`config.mk`:
```
export PLATFORM = sky130hd
export DESIGN_NAME = pattern_match_ctrl
export DESIGN_NICKNAME = d
export VERILOG_FILES = /design/src/rtl/pattern_match_pkg.sv /design/src/rtl/pattern_shift_match.sv /design/src/rtl/pattern_match_ctrl.sv
export SDC_FILE = /design/constraint.sdc
export NUM_CORES = 1
export LEC_CHECK = 0
export ABC_CLOCK_PERIOD_IN_PS = 2400
export CAP_MARGIN = 25
export CORE_MARGIN = 1
export CORE_UTILIZATION = 52
export CTS_CLUSTER_DIAMETER = 200
export DETAILED_ROUTE_END_ITERATION = 12
export PLACE_DENSITY = 0.77
export SLEW_MARGIN = 20
export SYNTH_ARGS = -nofsm -noshare
export SYNTH_HDL_FRONTEND = slang
export SYNTH_SLANG_ARGS = --single-unit
```
`constraint.sdc`:
```
create_clock -name clk -period 2.4 [get_ports clk]
set_clock_uncertainty 0.1 [all_clocks]
set_input_delay 0.6 -clock clk [delete_from_list [all_inputs] [get_ports clk]]
set_output_delay 0.6 -clock clk [all_outputs]
set_load 0.02 [all_outputs]
```
`src/rtl/pattern_match_pkg.sv`:
```
// Shared state encoding and default parameter values for the serial pattern matcher.
// PATTERN_OVERLAP_EN selects overlapping match counting in pattern_shift_match.
package pattern_match_pkg;

    typedef enum logic [1:0] {
        IDLE = 2'd0,
        HUNT = 2'd1,
        DONE = 2'd2,
        TOUT = 2'd3
    } state_t;

    localparam int PAT_W_DEFAULT   = 4;
    localparam int CNT_W_DEFAULT   = 8;
    localparam int TIMEOUT_DEFAULT = 255;

endpackage

```
`src/rtl/pattern_shift_match.sv`:
```
// Serial shift register, fill counter and pattern compare for pattern_match_ctrl.
// Build option PATTERN_OVERLAP_EN: keep the window after a match (overlapping matches).
module pattern_shift_match
    import pattern_match_pkg::*;
#(
    parameter int PAT_W = PAT_W_DEFAULT
) (
    input  logic             clk,
    input  logic             reset,
    input  logic             clear,
    input  logic             accept,
    input  logic             in_bit,
    input  logic [PAT_W-1:0] pattern,
    output logic             match
);

    localparam int FILL_W = $clog2(PAT_W + 1);
    localparam logic [FILL_W-1:0] FULL = FILL_W'(PAT_W);

    logic [PAT_W-1:0]  sr;
    logic [PAT_W-1:0]  sr_next;
    logic [FILL_W-1:0] fill;
    logic [FILL_W-1:0] fill_next;

    // The match is judged on the post-shift window so it lands on the accepting edge.
    always_comb begin
        sr_next   = {sr[PAT_W-2:0], in_bit};
        fill_next = (fill == FULL) ? FULL : fill + FILL_W'(1);
        match     = accept && (fill_next == FULL) && (sr_next == pattern);
    end

    always_ff @(posedge clk) begin
        if (!reset) begin
            sr   <= '0;
            fill <= '0;
        end else if (clear) begin
            sr   <= '0;
            fill <= '0;
        end else if (accept) begin
            sr <= sr_next;
`ifdef PATTERN_OVERLAP_EN
            fill <= fill_next;
`else
            fill <= match ? '0 : fill_next;
`endif
        end
    end

endmodule

```
`src/rtl/pattern_match_ctrl.sv`:
```
// Serial pattern match controller: arms on start, counts matches up to a target, aborts on inactivity.
// Build option PATTERN_OVERLAP_EN (see pattern_shift_match) enables overlapping matches.
module pattern_match_ctrl
    import pattern_match_pkg::*;
#(
    parameter int PAT_W   = PAT_W_DEFAULT,
    parameter int CNT_W   = CNT_W_DEFAULT,
    parameter int TIMEOUT = TIMEOUT_DEFAULT
) (
    input  logic             clk,
    input  logic             reset,
    input  logic             start,
    input  logic [PAT_W-1:0] pattern,
    input  logic [CNT_W-1:0] match_target,
    input  logic             in_valid,
    input  logic             in_bit,
    output logic             in_ready,
    output logic [1:0]       state,
    output logic             match_pulse,
    output logic [CNT_W-1:0] match_count,
    output logic             done,
    output logic             timeout_flag
);

    localparam int TMR_W = $clog2(TIMEOUT + 1);
    localparam logic [TMR_W-1:0] TMR_LIMIT = TMR_W'(TIMEOUT);
    localparam logic [CNT_W-1:0] CNT_MAX   = '1;

    state_t            state_q;
    state_t            state_next;
    logic [PAT_W-1:0]  pat_q;
    logic [CNT_W-1:0]  target_q;
    logic [CNT_W-1:0]  count_next;
    logic [TMR_W-1:0]  timer;
    logic [TMR_W-1:0]  timer_next;
    logic              arm;
    logic              accept;
    logic              match;

    assign state        = state_q;
    assign in_ready     = (state_q == HUNT);
    assign done         = (state_q == DONE);
    assign timeout_flag = (state_q == TOUT);
    assign accept       = in_valid && in_ready;
    assign arm          = start && (state_q != HUNT);
    assign count_next   = (match_count == CNT_MAX) ? match_count : match_count + CNT_W'(1);
    assign timer_next   = timer + TMR_W'(1);

    pattern_shift_match #(
        .PAT_W(PAT_W)
    ) u_shift (
        .clk    (clk),
        .reset  (reset),
        .clear  (arm),
        .accept (accept),
        .in_bit (in_bit),
        .pattern(pat_q),
        .match  (match)
    );

    // A match implies an accept, which clears the timer, so match and timeout never collide.
    always_comb begin
        state_next = state_q;
        case (state_q)
            IDLE, DONE, TOUT: begin
                if (start) begin
                    state_next = (match_target == '0) ? DONE : HUNT;
                end
            end
            HUNT: begin
                if (match && (count_next == target_q)) begin
                    state_next = DONE;
                end else if (!accept && (timer_next == TMR_LIMIT)) begin
                    state_next = TOUT;
                end
            end
            default: state_next = IDLE;
        endcase
    end

    always_ff @(posedge clk) begin
        if (!reset) begin
            state_q     <= IDLE;
            pat_q       <= '0;
            target_q    <= '0;
            match_count <= '0;
            timer       <= '0;
            match_pulse <= 1'b0;
        end else begin
            state_q     <= state_next;
            match_pulse <= match;
            if (arm) begin
                pat_q       <= pattern;
                target_q    <= match_target;
                match_count <= '0;
                timer       <= '0;
            end else if (state_q == HUNT) begin
                if (match) begin
                    match_count <= count_next;
                end
                timer <= accept ? '0 : timer_next;
            end
        end
    end

endmodule

```
# [Word-level counts from Yosys, hierarchy flattened]
# Index checks and enable logic that the tools add are counted.
[totals] mem_count=0 latch_bits=0 regBits=37 out_inout_bits=14 elab_cells=46 rom_bits=0 ram_bits=0
[op_classes] n_div=0 n_eq_ne=12 n_mux=9 bitwise=1 n_addsub=3 order_cmp=0 n_shift=0 n_reduce_logical=13 n_mul=0
[ops] cell="adder 8 x 1 -> 8 bit (second input constant)" n=2
[ops] cell="== test 8 bit (second input constant)" n=2
[ops] cell="2-to-1 mux 8 bit" n=2
[ops] cell="== test 8 bit" n=1
[ops] cell="logical NOT 8 bit" n=1
[ops] cell="2-to-1 mux 2 bit" n=4
[ops] cell="== test 3 bit (second input constant)" n=2
[ops] cell="logical AND 1 bit" n=6
[ops] cell="2-to-1 mux 3 bit" n=2
[ops] cell="== test 2 bit (second input constant)" n=2
[ops] cell="== test 4 bit" n=1
[ops] cell="case mux 2 bit (2 select lines)" n=1
[ops] cell="AND reduction 2 bit" n=2
[ops] cell="adder 3 x 1 -> 3 bit (second input constant)" n=1
[ops] cell="!= test 3 x 1 -> 1 bit (second input constant)" n=1
[ops] cell="OR reduction 3 bit" n=1
[ops] cell="== test 2 x 1 -> 1 bit (second input constant)" n=1
[ops] cell="logical NOT 2 bit" n=1
[ops] cell="!= test 2 x 1 -> 1 bit (second input constant)" n=1
[ops] cell="!= test 2 bit (second input constant)" n=1
[ops] cell="OR reduction 2 bit" n=1
[ops] cell="logical NOT 1 bit" n=1
[ops] cell="NOT 1 bit" n=1

# [Logic depth before layout (Yosys ltp)]
# Gate-level depths: netlist of run 1.
[logic_depth] word_depth=8 depth_mapped=8 ltp_nobuf=8

# [Modules after synthesis]
# A second synthesis of run 1 with hierarchy kept.
[hier_totals] cells_unflattened=256 area_unflattened_um2=2065.7
[by_module_without_submodules] mod="pattern_match_ctrl" area_per_inst_um2=1706.6 instances=1 cells_each=219
[by_module_without_submodules] mod="pattern_shift_match" area_per_inst_um2=359.1 instances=1 cells_each=37

# [Least setup slack after synthesis of run 1]
# Ideal clock, no wire load.
[synth_timing] path_type="flip-flop to flip-flop" from="register match_count[0]" to="register state_q[0] (netlist: state[0])" period_less_slack_ps=2352 n_path_buf=1 t_arrival_ps=2135 slack_ps=48 stages_incl_launch_ff=9 setup_ps=116 path_cell_list="dfxtp_1 ha_1 and4_1 buf_2 a21oi_1 xnor2_1 o2111ai_1 or4_4 o211a_1"
[synth_via] elab_chain_len=6
[synth_rtl] item="from (decl)" line_no="pattern_match_ctrl.sv:20" rtl="output logic [CNT_W-1:0] match_count,"
[synth_rtl] item="from (signal assigned)" line_no="pattern_match_ctrl.sv:99" rtl="match_count <= count_next;"
[synth_rtl] item="adder 8 x 1 -> 8 bit or == test 8 bit (tied branches)" line_no="pattern_match_ctrl.sv:46" rtl="assign count_next = (match_count == CNT_MAX) ? match_count : match_count + CNT_W'(1);"
[synth_rtl] item="2-to-1 mux 8 bit (*)" line_no="pattern_match_ctrl.sv:46"
[synth_rtl] item="== test 8 bit (*)" line_no="pattern_match_ctrl.sv:71" rtl="if (match && (count_next == target_q)) begin"
[synth_rtl] item="logical AND 1 bit (*)" line_no="pattern_match_ctrl.sv:71"
[synth_rtl] item="2-to-1 mux 2 bit or != test 3 x 1 -> 1 bit (tied branches)"
[synth_rtl] item="case mux 2 bit (2 select lines) or AND reduction 2 bit (tied branches)"
[synth_rtl] item="to (signal assigned)" line_no="pattern_match_ctrl.sv:90" rtl="state_q <= state_next;"
[synth_rtl] item="to (decl)" line_no="pattern_match_ctrl.sv:29" rtl="state_t state_q;"
# Mark *: on every way between the ends. The rest lies on a longest branch, timed or not.
# A chain may end at the register's enable or synchronous reset.

# [Worst setup path in the final report of run 1]
[layout_timing] from="register match_count[4]" to="register state_q[0] (netlist: state[0])"
# The elaborated chain is that of the path after synthesis.

==> results of run 1 <==
-- per-layer routing --
metal / vias to the layer above / global-route usage / share of wire
li1: 1006 / - / -
met1: 908 / 0.307 / 0.46
met2: 56 / 0.426 / 0.47
met3: 11 / 0.0493 / 0.051
met4: 0 / 0.128 / 0.022
met5: - / 0 / 0
-- flip-flops by register name, summed over array words and instances (netlist names) --
| register | flops |
|---|---|
| match_pulse | 1 |
| pat_q | 4 |
| u_shift.fill | 3 |
| target_q | 8 |
| u_shift.sr | 3 |
| state | 2 |
| timer | 8 |
| match_count | 8 |
-- what timing repair did --
item / 4_1_cts / 5_1_grt
endpoints found under the setup margin: 0 / 2
hold buffers: 0 / 0
resized for setup: 0 / 2
-- critical path, delay by kind of cell, from the launching register on --
kind	cells	cell delay, ns
flops	1	0.49
compound gates	1	0.14
simple gates	5	1.42
-- where the power goes --
| group | switching (mW) | total (mW) | internal, mW |
|---|---|---|---|
| logic | 0.0781 | 0.152 | 0.0736 |
| clock network | 0.223 | 0.428 | 0.204 |
| registers | 0.0154 | 0.645 | 0.629 |
| total | 0.317 | 1.22 | 0.907 |
-- cells in the mapped netlist, drive strengths merged, types with 2 or more instances --
cell,n,share of area
clkbuf,8,0.015
mux2i,6,0.029
nor3,5,0.015
buf,5,0.018
a21oi,16,0.041
nand4,4,0.012
nor3b,2,0.0097
dfxtp,37,0.36
xnor2,10,0.042
a21boi,13,0.047
and2,5,0.015
and4,3,0.014
nor2,36,0.065
or2,2,0.0061
ha,5,0.030
or3,2,0.0061
a31oi,2,0.0061
o2111ai,2,0.0085
o211ai,2,0.0073
inv,5,0.0091
nor4,3,0.0091
nand2,38,0.069
nand2b,3,0.0091
and3,6,0.018
a22oi,5,0.018
xor2,5,0.021
o21ai,11,0.027
nand3,10,0.024
-- cell families after synthesis --
kind of cell / count (synthesis) / synth area share
muxes: 7 / 0.0346
buffers and inverters: 19 / 0.0431
xor gates and xnor gates: 15 / 0.0637
adders and majority gates: 5 / 0.0303
DFF: 37 / 0.359
AOI/OAI and AO/OA: 55 / 0.171
and+or+nand+nor: 125 / 0.298
-- cell type report --
type / count / area, µm² / share of cell area
flip-flops and latches: 37 / 741 / 0.286
well taps: 48 / 60.1 / 0.0232
repair buffers: 49 / 443 / 0.171
clock buffers: 6 / 72.6 / 0.0280
multi-input cells: 207 / 1240 / 0.478
clock inverters: 2 / 15.0 / 0.00579
inverters: 6 / 22.5 / 0.00869
-- worst paths after layout --
| path | start | endpoint | slack, ns | cells past startpoint |
|---|---|---|---|---|
| setup / recovery | match_count[4] | state[0] | 0.14 | 6 |
| setup reg to reg | match_count[4] | state[0] | 0.14 | 6 |
| hold / removal | target_q[4] | target_q[4] | 0.37 | 2 |
| hold reg to reg | target_q[4] | target_q[4] | 0.37 | 2 |
==> results.sh, run 1 <==
export IMPL_ioPinCount=31
export IMPL_tritoncts="done"
export IMPL_status="finished clean"
export IMPL_max_stage_delay_ns=0.53
export IMPL_overflow=0
export IMPL_synth_area_um2=2060
export IMPL_grt_usage=0.255
export IMPL_place_inst=347
export IMPL_clk_pin_slew_worst_paths_ns=0.07
export IMPL_mappedNetlistNets=285
export IMPL_fin_hold_ws_ns=0.372
export IMPL_drv_cap=0
export IMPL_cts_buffers=5
export IMPL_yosys_most_used_dff="dfxtp_1"
export IMPL_drc=0
export IMPL_setup_tns_ns=0
export IMPL_placed_cell_area_um2=2500
export IMPL_place_congestion=0.851
export IMPL_endpoint_kind="register"
export IMPL_layout_commonest_cell="nand2_1"
export IMPL_tightest_slew_ns=0.463
export IMPL_ys_async_sr_fraction=0
export IMPL_ys_seq_elements=37
export IMPL_crit_path_max_fanout=9
export IMPL_antenna_found_initial=0
export IMPL_syn_mean_instance_area_um2=7.84
export IMPL_num_fill_cells=327
export IMPL_port_buffers=30
export IMPL_p_leak_nw=0.982
export IMPL_final_max_slew_viol_count=0
export IMPL_htreeDepth=2
export IMPL_instances_no_fill=355
export IMPL_layout_common_cells="38 x nand2_1, 37 x dfxtp_1, 36 x nor2_1, 30 x clkdlybuf4s50_1, 19 x buf_4"
export IMPL_firstDrtPassIters=4
export IMPL_dieArea_um2=4220
export IMPL_total_power_mw=1.22
export IMPL_setup_slack_ns=0.139
export IMPL_critPathSlowestCell="or4_4"
export IMPL_initial_core_util=0.551
export IMPL_crit_arrival_ns=2.35
export IMPL_crit_chain="and4_4 > nand4b_1 > or3_1 > and3_1 > or4_4 > o211a_1"
export IMPL_finalHoldViolations=0
export IMPL_fin_crit_ns=2.26
export IMPL_post_cts_buffers=0
export IMPL_post_route_util=0.692
export IMPL_layout_drive_gt1_share=0.111
export IMPL_wl_per_cell_um=13.5
export IMPL_cts_root_buf="clkbuf_8"
export IMPL_std_cell_rows=22
export IMPL_grt_pass1_vias=1850
export IMPL_clk_path_buf_depth=2
export IMPL_clk_latency_ns=0.29
export IMPL_required_ns=2.48
export IMPL_fmax_mhz=442
export IMPL_fin_nets=328
export IMPL_ys_seq_area_frac=0.359
export IMPL_grt_max_degree=23
export IMPL_p_per_area_nw_per_um2=472
export IMPL_grt_pass1_wl_um=8160
export IMPL_core_um2=3740
export IMPL_pre_cts_ws_ns=-0.125
export IMPL_via_per_inst=5.58
export IMPL_stdcell_area_um2=2590
export IMPL_hpwl_um=3480
export IMPL_antenna_cells=0
export IMPL_critPathKind="reg -> reg"
export IMPL_vias=1981
export IMPL_start_kind="register"
export IMPL_worstHoldPathType="reg -> reg"
export IMPL_wirelength_um=4810
export IMPL_setup_viol=0
export IMPL_ys_types=48
export IMPL_cts_num_sinks=37
export IMPL_area_growth_pct=25.6
export IMPL_final_antenna_net_count=0
export IMPL_drtIter0Drc=145
export IMPL_max_slew_margin=0.691
export IMPL_die_w_um=65.0
export IMPL_rsz0062_at_grt="false"
export IMPL_fp_dieH_um=65.0
export IMPL_yosysWarnings=0
export IMPL_fin_crit_sh=0.942
export IMPL_irDropWorstVdd_mv=0.460
export IMPL_synth_edff_count=0
export IMPL_synthCells=263
No activity file was read; power rests on OpenSTA's default activity.
==> inputs of run 2 (changes only) <==
CAP_MARGIN = 20   (was 25)
CTS_BUF_LIST = sky130_fd_sc_hd__clkbuf_8   (was not set)
==> run 2 against run 1 <==
Effect of this change:
- hold slack barely moved
- non-clock buffer count unchanged
- register-to-register slack hardly changed
- cell count unchanged
- wire length is essentially flat
- cell area stayed put
- combinational power barely moved
- utilization did not move
- clock power shrank 0.9%
==> results.sh, run 2 (same netlist as run 1, synthesis figures left out) <==
export IMPL_grt_max_degree=23
export IMPL_grt_pass1_wl_um=8160
export IMPL_pre_cts_ws_ns=-0.125
export IMPL_clk_latency_ns=0.29
export IMPL_via_per_inst=5.59
export IMPL_crit_cells=6
export IMPL_std_cell_rows=22
export IMPL_reg2reg_from="match_count[4]"
export IMPL_drv_cap=0
export IMPL_layout_commonest_cell="nand2_1"
export IMPL_final_antenna_net_count=0
export IMPL_placed_cell_area_um2=2500
export IMPL_vias=1983
export IMPL_place_inst=347
export IMPL_clk_pin_slew_worst_paths_ns=0.07
export IMPL_cts_buffers=5
export IMPL_overflow=0
export IMPL_final_max_slew_viol_count=0
export IMPL_ioPinCount=31
export IMPL_p_leak_nw=0.986
export IMPL_crit_chain="and4_4 > nand4b_1 > or3_1 > and3_1 > or4_4 > o211a_1"
export IMPL_crit_arrival_ns=2.35
export IMPL_cts_num_sinks=37
export IMPL_fmax_mhz=442
export IMPL_firstDrtPassIters=4
export IMPL_fin_nets=328
export IMPL_p_per_area_nw_per_um2=471
export IMPL_cp_num_buf_inv=0
export IMPL_total_power_mw=1.22
export IMPL_critPathKind="reg -> reg"
export IMPL_wirelength_um=4810
export IMPL_finalHoldViolations=0
export IMPL_post_cts_buffers=0
export IMPL_port_buffers=30
export IMPL_drtIter0Drc=145
export IMPL_max_slew_margin=0.693
export IMPL_tritoncts="done"
export IMPL_htreeDepth=2
export IMPL_stdcell_area_um2=2590
export IMPL_antenna_found_initial=0
export IMPL_setup_worst_path_start="match_count[4]"
export IMPL_instances_no_fill=355
export IMPL_num_fill_cells=327
export IMPL_setup_viol=0
export IMPL_cts_root_buf="clkbuf_8"
export IMPL_fin_crit_ns=2.26
export IMPL_rsz0062_at_grt="false"
export IMPL_drc=0
export IMPL_die_w_um=65.0
export IMPL_reg_largest_list="match_count (8), target_q (8), timer (8)"
export IMPL_fin_crit_sh=0.944
export IMPL_hpwl_um=3480
export IMPL_grt_pass1_vias=1850
export IMPL_fin_hold_ws_ns=0.372
export IMPL_fp_dieH_um=65.0
export IMPL_grt_usage=0.255
export IMPL_layout_drive_gt1_share=0.111
export IMPL_wl_per_cell_um=13.5
export IMPL_setup_tns_ns=0
export IMPL_post_route_util=0.692
export IMPL_worstHoldPathType="reg -> reg"
export IMPL_cp_top_family="simple AND/OR/NAND/NOR gates"
export IMPL_max_stage_delay_ns=0.53
export IMPL_tightest_slew_ns=0.461
export IMPL_setup_slack_ns=0.135
export IMPL_rrSetupSlack_ns=0.14
export IMPL_initial_core_util=0.551
export IMPL_place_congestion=0.851
export IMPL_clk_path_buf_depth=2
export IMPL_critPathSlowestCell="or4_4"
export IMPL_core_um2=3740
export IMPL_layout_common_cells="38 x nand2_1, 37 x dfxtp_1, 36 x nor2_1, 30 x clkdlybuf4s50_1, 19 x buf_4"
export IMPL_crit_path_end="state[0]"
export IMPL_start_kind="register"
export IMPL_min_path_cells=2
export IMPL_crit_path_max_fanout=9
export IMPL_dieArea_um2=4220
export IMPL_required_ns=2.48
export IMPL_r2r_cells=6
export IMPL_irDropWorstVdd_mv=0.460
export IMPL_r2r_end="state[0]"
export IMPL_antenna_cells=0
export IMPL_status="finished clean"
export IMPL_area_growth_pct=25.6
export IMPL_endpoint_kind="register"
==> run 2: cell types whose count changed in the layout (fill, tap and decap cells not counted) <==
cell,delta
inv_1,+1
clkbuf_1,-1
==> run 2: where the power goes <==
group | internal, mW | switching, mW
Sequential | 0.629 | 0.0153
Clock | 0.200 | 0.224
Combinational | 0.0736 | 0.0779
==> run 2: final cells by class <==
type	instances	area, µm²	area share
Clock buffer	5	68.8	0.0266
Tap cell	48	60.1	0.0232
Clock inverter	3	18.8	0.00724
Sequential cell	37	741	0.286
Timing Repair Buffer	49	443	0.171
Multi-Input combinational cell	207	1240	0.478
Inverter	6	22.5	0.00869
==> run 2: worst min-delay path, cell delays in order, from the launching register on <==
cell and delay (ns):
dfxtp_1 0.32, nand2_1 0.06, a21boi_1 0.05
==> run 2: worst min path at each step <==
stage | to | from
2_1_floorplan | pat_q[3] | pat_q[3]
3_3_place_gp | pat_q[1] | pat_q[1]
3_5_place_dp | target_q[4] | target_q[4]
4_1_cts | target_q[4] | target_q[4]
5_1_grt | target_q[4] | target_q[4]
6_report | target_q[4] | target_q[4]
==> run 2: repair_timing <==
action | 4_1_cts | 5_1_grt
hold buffers | 0 | 0
resized for setup | 0 | 2
endpoints found under the setup margin | 0 | 2
==> run 2: per-layer routing <==
metal	vias to the layer above	GRT usage	wire [µm]	part of all wire
li1	1005	-	-	-
met3	11	0.0493	266	0.055
met1	907	0.307	2180	0.45
met2	60	0.426	2260	0.47
met5	-	0	0	0
met4	0	0.128	105	0.022
==> inputs of run 3 (changes only) <==
==> constraint.sdc (replaced) <==
create_clock -name clk -period 2.4 [get_ports clk]
set_clock_uncertainty 0.1 [all_clocks]
set_input_delay 0.36 -clock clk [delete_from_list [all_inputs] [get_ports clk]]
set_output_delay 0.36 -clock clk [all_outputs]
set_load 0.02 [all_outputs]
==> run 3 against run 2 <==
Effect of this change:
- sequential share of layout area up 0.25 points
- cell count down 1.7%
- clock-buffer cell count unchanged
- wire length down 3.1%
- utilization down 0.60 points
- hold slack worse by 0.0058 ns
- clock power up 22%
- combinational power about the same
- non-clock buffer count down 5
- first-iteration DRC count up 19%
- largest cell class unchanged
==> results.sh, run 3 (same netlist as run 1, synthesis figures left out) <==
export IMPL_fp_dieH_um=65.0
export IMPL_area_growth_pct=24.5
export IMPL_required_ns=2.49
export IMPL_place_inst=342
export IMPL_fin_crit_sh=0.946
export IMPL_final_antenna_net_count=0
export IMPL_wirelength_um=4660
export IMPL_worstHoldPathType="reg -> reg"
export IMPL_initial_core_util=0.551
export IMPL_num_fill_cells=333
export IMPL_setup_slack_ns=0.130
export IMPL_grt_usage=0.251
export IMPL_fin_crit_ns=2.27
export IMPL_antenna_found_initial=0
export IMPL_status="finished clean"
export IMPL_rsz0062_at_grt="false"
export IMPL_fin_hold_ws_ns=0.366
export IMPL_grt_max_degree=23
export IMPL_antenna_cells=0
export IMPL_critPathKind="reg -> reg"
export IMPL_instances_no_fill=349
export IMPL_finalHoldViolations=0
export IMPL_drc=0
export IMPL_p_per_area_nw_per_um2=510
export IMPL_total_power_mw=1.31
export IMPL_post_route_util=0.686
export IMPL_stdcell_area_um2=2570
export IMPL_hold_buffers=0
export IMPL_firstDrtPassIters=4
export IMPL_irDropWorstVdd_mv=0.327
export IMPL_start_kind="register"
export IMPL_grt_pass1_vias=1790
export IMPL_overflow=0
export IMPL_p_leak_nw=0.974
export IMPL_drv_cap=0
export IMPL_clk_pin_slew_worst_paths_ns=0.07
export IMPL_max_stage_delay_ns=0.53
export IMPL_reg_largest_list="match_count (8), target_q (8), timer (8)"
export IMPL_dieArea_um2=4220
export IMPL_final_max_slew_viol_count=0
export IMPL_crit_arrival_ns=2.36
export IMPL_setup_viol=0
export IMPL_setup_tns_ns=0
export IMPL_placed_cell_area_um2=2460
export IMPL_pre_cts_ws_ns=0.117
export IMPL_layout_common_cells="38 x nand2_1, 37 x dfxtp_1, 36 x nor2_1, 30 x clkdlybuf4s50_1, 15 x a21oi_1"
export IMPL_cts_buffers=5
export IMPL_layout_commonest_cell="nand2_1"
export IMPL_endpoint_kind="register"
export IMPL_vias=1940
export IMPL_die_w_um=65.0
export IMPL_layout_drive_gt1_share=0.0930
export IMPL_clk_latency_ns=0.29
export IMPL_hpwl_um=3440
export IMPL_core_um2=3740
export IMPL_fin_nets=323
export IMPL_max_slew_margin=0.706
export IMPL_ioPinCount=31
export IMPL_port_buffers=30
export IMPL_grt_pass1_wl_um=8020
export IMPL_via_per_inst=5.56
export IMPL_crit_chain="and4_4 > nand4b_1 > or3_1 > and3_1 > or4_4 > o211a_1"
export IMPL_drtIter0Drc=172
export IMPL_clk_path_buf_depth=2
export IMPL_fmax_mhz=441
export IMPL_std_cell_rows=22
export IMPL_tritoncts="done"
export IMPL_htreeDepth=2
export IMPL_cts_root_buf="clkbuf_8"
export IMPL_tightest_slew_ns=0.441
export IMPL_wl_per_cell_um=13.3
export IMPL_cts_num_sinks=37
export IMPL_place_congestion=0.943
export IMPL_critPathSlowestCell="or4_4"
export IMPL_crit_path_max_fanout=6
-- run 3: critical path: cells and delay by family, from the launching register on --
kind	cells	cell delay, ns
AO/OA/AOI/OAI	1	0.14
AND/OR/NAND/NOR	5	1.42
flip-flops	1	0.50
-- run 3: power by group --
| group | leakage, nW | internal (mW) | switching, mW |
|---|---|---|---|
| clock network | 0.0540 | 0.302 | 0.216 |
| logic | 0.620 | 0.0720 | 0.0772 |
| registers | 0.300 | 0.630 | 0.0149 |
-- run 3: timing repair --
item | in CTS | in global routing
resized for setup | 0 | 1
endpoints found under the setup margin | 0 | 2
buffers inserted | 0 | 0
-- run 3: metal layers --
metal | GRT usage | vias up | routed length [µm]
met1 | 0.311 | 903 | 2190
li1 | - | 988 | -
met2 | 0.411 | 41 | 2190
met3 | 0.0440 | 8 | 186
met5 | 0 | - | 0
met4 | 0.133 | 0 | 84
-- run 3: final timing paths --
path,cells after the start,startpoint,end,slack [ns]
hold reg to reg,2,pat_q[1],pat_q[1],0.37
setup reg to reg,6,match_count[5],state[0],0.13
setup / recovery,6,match_count[5],state[0],0.13
hold / removal,2,pat_q[1],pat_q[1],0.37
-- run 3: area by class of cell --
cell class	instances	area (µm²)	area share
clock inverters	2	35.0	0.0136
flip-flops and latches	37	741	0.288
clock buffers	5	68.8	0.0268
repair buffers	44	405	0.158
well taps	48	60.1	0.0234
multi-input cells	207	1240	0.481
inverters	6	22.5	0.00877
